## src/rtl/instruction_fetch.sv

```systemverilog
// Instruction fetch unit: issues one memory read per PC-unit fetch request,
// latches the byte-swapped instruction word and exposes its decode fields.
module instruction_fetch (
    input  logic        clk,
    input  logic        rst,
    input  logic [31:0] pc,
    input  logic        fetch_req,
    output logic [31:0] address,
    output logic        read,
    output logic [3:0]  byteenable,
    input  logic        waitrequest,
    input  logic [31:0] readdata,
    output logic        stall,
    output logic [31:0] instr,
    output logic        instr_valid,
    output logic [5:0]  opcode,
    output logic [4:0]  rs_idx,
    output logic [4:0]  rt_idx,
    output logic [5:0]  funct,
    output logic [15:0] imm16,
    output logic [25:0] target26,
    output logic        active,
    output logic        fault,
    output logic [31:0] fetch_count
);

    typedef enum logic [2:0] {
        S_IDLE  = 3'd0,
        S_REQ   = 3'd1,
        S_DONE  = 3'd2,
        S_HALT  = 3'd3,
        S_FAULT = 3'd4
    } state_t;

    // Memory returns little-endian lanes; the CPU expects big-endian words.
    function automatic logic [31:0] byte_swap(input logic [31:0] w);
        return {w[7:0], w[15:8], w[23:16], w[31:24]};
    endfunction

    state_t      state_q, state_d;
    logic [31:0] address_q, address_d;
    logic        read_q, read_d;
    logic [31:0] instr_q, instr_d;
    logic        instr_valid_q, instr_valid_d;
    logic        active_q, active_d;
    logic        fault_q, fault_d;
    logic [31:0] fetch_count_q, fetch_count_d;
    logic        stall_s;

    // Next-state, datapath updates and the combinational stall to the PC unit.
    always_comb begin
        state_d       = state_q;
        address_d     = address_q;
        read_d        = read_q;
        instr_d       = instr_q;
        instr_valid_d = instr_valid_q;
        active_d      = active_q;
        fault_d       = fault_q;
        fetch_count_d = fetch_count_q;
        stall_s       = 1'b0;
        case (state_q)
            S_IDLE, S_DONE: begin
                if (!fetch_req) begin
                    state_d = state_q;
                end else if (pc == 32'd0) begin
                    state_d  = S_HALT;
                    active_d = 1'b0;
                end else if (pc[1:0] != 2'b00) begin
                    state_d  = S_FAULT;
                    fault_d  = 1'b1;
                    active_d = 1'b0;
                end else begin
                    state_d       = S_REQ;
                    address_d     = pc;
                    read_d        = 1'b1;
                    instr_valid_d = 1'b0;
                    stall_s       = 1'b1;
                end
            end
            S_REQ: begin
                // Completion cycle releases stall so the PC advances exactly once.
                if (waitrequest) begin
                    stall_s = 1'b1;
                end else begin
                    instr_d       = byte_swap(readdata);
                    instr_valid_d = 1'b1;
                    read_d        = 1'b0;
                    fetch_count_d = fetch_count_q + 32'd1;
                    state_d       = S_DONE;
                end
            end
            S_HALT: begin
                stall_s  = 1'b1;
                read_d   = 1'b0;
                active_d = 1'b0;
            end
            S_FAULT: begin
                stall_s  = 1'b1;
                read_d   = 1'b0;
                active_d = 1'b0;
                fault_d  = 1'b1;
            end
            default: begin
                state_d = S_IDLE;
                read_d  = 1'b0;
            end
        endcase
    end

    // State and output registers; reset overrides any in-flight transfer.
    always_ff @(posedge clk) begin
        if (rst) begin
            state_q       <= S_IDLE;
            address_q     <= 32'd0;
            read_q        <= 1'b0;
            instr_q       <= 32'd0;
            instr_valid_q <= 1'b0;
            active_q      <= 1'b1;
            fault_q       <= 1'b0;
            fetch_count_q <= 32'd0;
        end else begin
            state_q       <= state_d;
            address_q     <= address_d;
            read_q        <= read_d;
            instr_q       <= instr_d;
            instr_valid_q <= instr_valid_d;
            active_q      <= active_d;
            fault_q       <= fault_d;
            fetch_count_q <= fetch_count_d;
        end
    end

    assign address     = address_q;
    assign read        = read_q;
    assign byteenable  = 4'b1111;
    assign stall       = stall_s;
    assign instr       = instr_q;
    assign instr_valid = instr_valid_q;
    assign active      = active_q;
    assign fault       = fault_q;
    assign fetch_count = fetch_count_q;

    assign opcode   = instr_q[31:26];
    assign rs_idx   = instr_q[25:21];
    assign rt_idx   = instr_q[20:16];
    assign funct    = instr_q[5:0];
    assign imm16    = instr_q[15:0];
    assign target26 = instr_q[25:0];

endmodule

```

## config.mk

```make
export PLATFORM = sky130hd
export DESIGN_NAME = instruction_fetch
export DESIGN_NICKNAME = d
export VERILOG_FILES = /design/src/rtl/instruction_fetch.sv
export SDC_FILE = /design/constraint.sdc
export NUM_CORES = 1
export LEC_CHECK = 0
export ABC_CLOCK_PERIOD_IN_PS = 4800
export BUFFER_PORTS_ARGS = -buffer_cell sky130_fd_sc_hd__buf_2
export CORE_MARGIN = 2
export CORE_UTILIZATION = 50
export DETAILED_ROUTE_END_ITERATION = 12
export PLACE_DENSITY = 0.86
export SETUP_SLACK_MARGIN = 0.2
export SLEW_MARGIN = 0
export SYNTH_ARGS = -nofsm -noshare
export SYNTH_HDL_FRONTEND = slang
export SYNTH_SLANG_ARGS = --single-unit
```

## constraint.sdc

```tcl
create_clock -name clk -period 4.8 [get_ports clk]
set_input_delay 0.24 -clock clk [delete_from_list [all_inputs] [get_ports clk]]
set_output_delay 0.24 -clock clk [all_outputs]
set_load 0.01 [all_outputs]
```

==> flow_summary.toml <==
[worst_hold_path]
min_path_cells = 3
min_from = "readdata[31]"
holdPathEnd = "instr[7]"
hold_class = "input port to register"

[cells_and_area]
mostFrequentLayoutCells = "buf_2, nand2_1, dfxtp_1"
drive_gt1_frac = 0.354
final_common_cell = "buf_2"
seq_area_um2 = 2060
fin_nets = 790
area_growth_pct = 19.7
stdcell_area_um2 = 5710
n_antenna_cell = 0
multiInputGateArea_um2 = 2070
nFillCells = 820

[clock_network]
tritoncts = "done"
cts_buffer_depth = 2
clockRootBuffer = "clkbuf_8"
numCtsBuffers = 9
clock-sinks = 103
cts-resized-gates = 0
worstSkewPairLatency_ns = 0.36
hold_buffers = 0
clk_pin_slew_ns = 0.11
htree_levels = 3
postCtsSetupRepairBufs = 0

[drt]
final_antenna_net_count = 0
drc = 0
vias = 4411
wl_um = 11600
drt_iter0_drc = 127
drtPass1Iterations = 5
route.detailed.wl_per_inst_um = 13.5
routed_via_density = 5.16

[sta]
setup_viol = 0
period_share = 0.567
tightest_slew_ns = 1.01
setup_tns_ns = 0
rsz0062_at_grt = "no"
drv_slew = 0
hold_viol_final = 0
slew_headroom = 0.324
layout_min_cycle_time_ns = 2.72
fmax_ghz = 0.367
finClkSkew_ns = 0.0232

[critical_path]
r2r_end = "fetch_count[26]"
path_class = "register to register"
r2r-start = "state_q[2]"
slowest_stage = "or4b_4"
setup.worst_path.end_class = "register"
cpMostUsedCell = "or4_1"
r2r.worst_path.cells = 4
startpoint = "state_q[2]"
path_max_fanout = 42
startpoint_type = "register"
critPathArrivalTime_ns = 3.02
slowest_delay_ns = 0.82
critPathRequiredTime_ns = 5.09
path_cells = "or4b_4 -> or4_1 -> or4_1 -> a21oi_1"
ff2ff_setup_slack_ns = 2.08

[synthesis]
ys_warn_count = 0
synth_seq_cells = 103
synth_area_um2 = 4770
yosysSeqAreaShare = 0.432
synth_cell_types = 42
synth.avg_cell_area_um2 = 8.33
synth_cells = 573
synth-main-ff-cell = "dfxtp_1"
synth-edff-count = 0
ys_async_sr_fraction = 0

[placed_design]
place_area_um2 = 5500
io_buffers = 232
routabilityCongestion = 0.861
dp_hpwl_um = 8460

[global_route]
grt_pass1_wl_um = 17900
track_usage = 0.212
grt_max_degree = 75
antenna_found_initial = 0
first_global_vias = 3930
grt-ovfl-total = 0

[floorplanning]
die_area_um2 = 10300
coreArea_um2 = 9240
initial_utilization = 0.516
die_x_um = 102
fp.dieH_um = 102
io_pins = 237
fp-row-count = 35

[power]
switching_share = 0.245
pwr-share-seq = 0.561
intPower_mw = 1.18
p_sw_mw = 0.384
pwr-share-clk = 0.358
leakagePower_nw = 2.60
ir_worst_vdd_mv = 0.186
combPwrFrac = 0.081
cellPowerDensity_nw_per_um2 = 275

[run]
drv_cap = 0

[outcome]
status = "complete, no violations"
==> routing by layer <==
| metal | wire, um | global-route usage |
|---|---|---|
| met4 | 80 | 0.0613 |
| met3 | 811 | 0.0504 |
| met2 | 5850 | 0.371 |
| met1 | 4820 | 0.259 |
| met5 | 0 | 0 |
==> synthesized netlist by cell type (3+ instances only) <==
| library cell | count | area (um2) |
|---|---|---|
| clkbuf_1 | 27 | 101 |
| nor2_1 | 14 | 52.6 |
| xor2_1 | 3 | 26.3 |
| mux2i_1 | 32 | 320 |
| or4_1 | 15 | 113 |
| a21oi_1 | 58 | 290 |
| nand3_1 | 14 | 70.1 |
| inv_1 | 6 | 22.5 |
| o21ai_0 | 7 | 35.0 |
| nor4_1 | 11 | 68.8 |
| or3_1 | 7 | 43.8 |
| xnor2_1 | 7 | 61.3 |
| nand2_1 | 137 | 514 |
| dfxtp_1 | 103 | 2060 |
| o31ai_1 | 14 | 105 |
| and4_1 | 8 | 70.1 |
| nand4_1 | 9 | 56.3 |
| buf_1 | 3 | 11.3 |
| buf_4 | 68 | 510 |
==> registers in the layout, summed over array words and instances (netlist names) <==
name / count
state_q: 3
instr: 32
active: 1
fault: 1
read: 1
fetch_count: 32
instr_valid: 1
address: 32
==> power groups by stage <==
stage          Sequential, mW  Combinational [mW]  Clock [mW]
3_5_place_dp            0.900               0.128           0
2_1_floorplan           0.903              0.0710           0
6_report                0.880               0.127       0.561
4_1_cts                 0.880               0.128       0.577
5_1_grt                 0.882               0.140       0.606
3_3_place_gp            0.899               0.124           0
==> worst max-delay path, delay by kind of cell, from the launching register on <==
kind / cells / cell delay [ns]
AO/OA/AOI/OAI: 1 / 0.15
flip-flops: 1 / 0.44
AND/OR/NAND/NOR: 3 / 2.07
==> layout make-up <==
cell class,instances,share of cell area
Sequential cell,103,0.361
Timing Repair Buffer,235,0.207
Inverter,6,0.00394
Multi-Input combinational cell,366,0.363
Clock inverter,5,0.0116
Clock buffer,11,0.0248
Tap cell,129,0.0283
==> cell families after synthesis <==
logic type               Yosys count  synth area share
AND/OR/NAND/NOR                  229             0.229
adder cells (fa/ha/maj)            1           0.00262
flip-flops                       103             0.432
XOR/XNOR                          10            0.0184
buffers and inverters            107             0.140
other                              1          0.000786
AO/OA/AOI/OAI                     89             0.108
multiplexers                      33            0.0695
==> through the flow <==
stage                     hold WS [ns]  setup slack, ns  total power [mW]  cells   util
after global placement           0.433             2.17              1.02    839  0.596
final                            0.114             2.08              1.57    855  0.618
after detailed placement         0.438             2.07              1.03    839  0.596
after global routing             0.106             1.95              1.63    855  0.618
after CTS                       0.0966             2.07              1.58    855  0.618
after floorplan                  0.376             2.55             0.974    576      -
==> worst max path at each step <==
stage | slack, ns | to
global placement | 2.17 | fetch_count[30]
detailed placement | 2.07 | fetch_count[26]
CTS | 2.07 | fetch_count[30]
floorplan | 2.55 | fetch_count[28]
global route | 1.95 | fetch_count[28]
finish | 2.08 | fetch_count[26]
No activity file was read; power rests on OpenSTA's default activity.
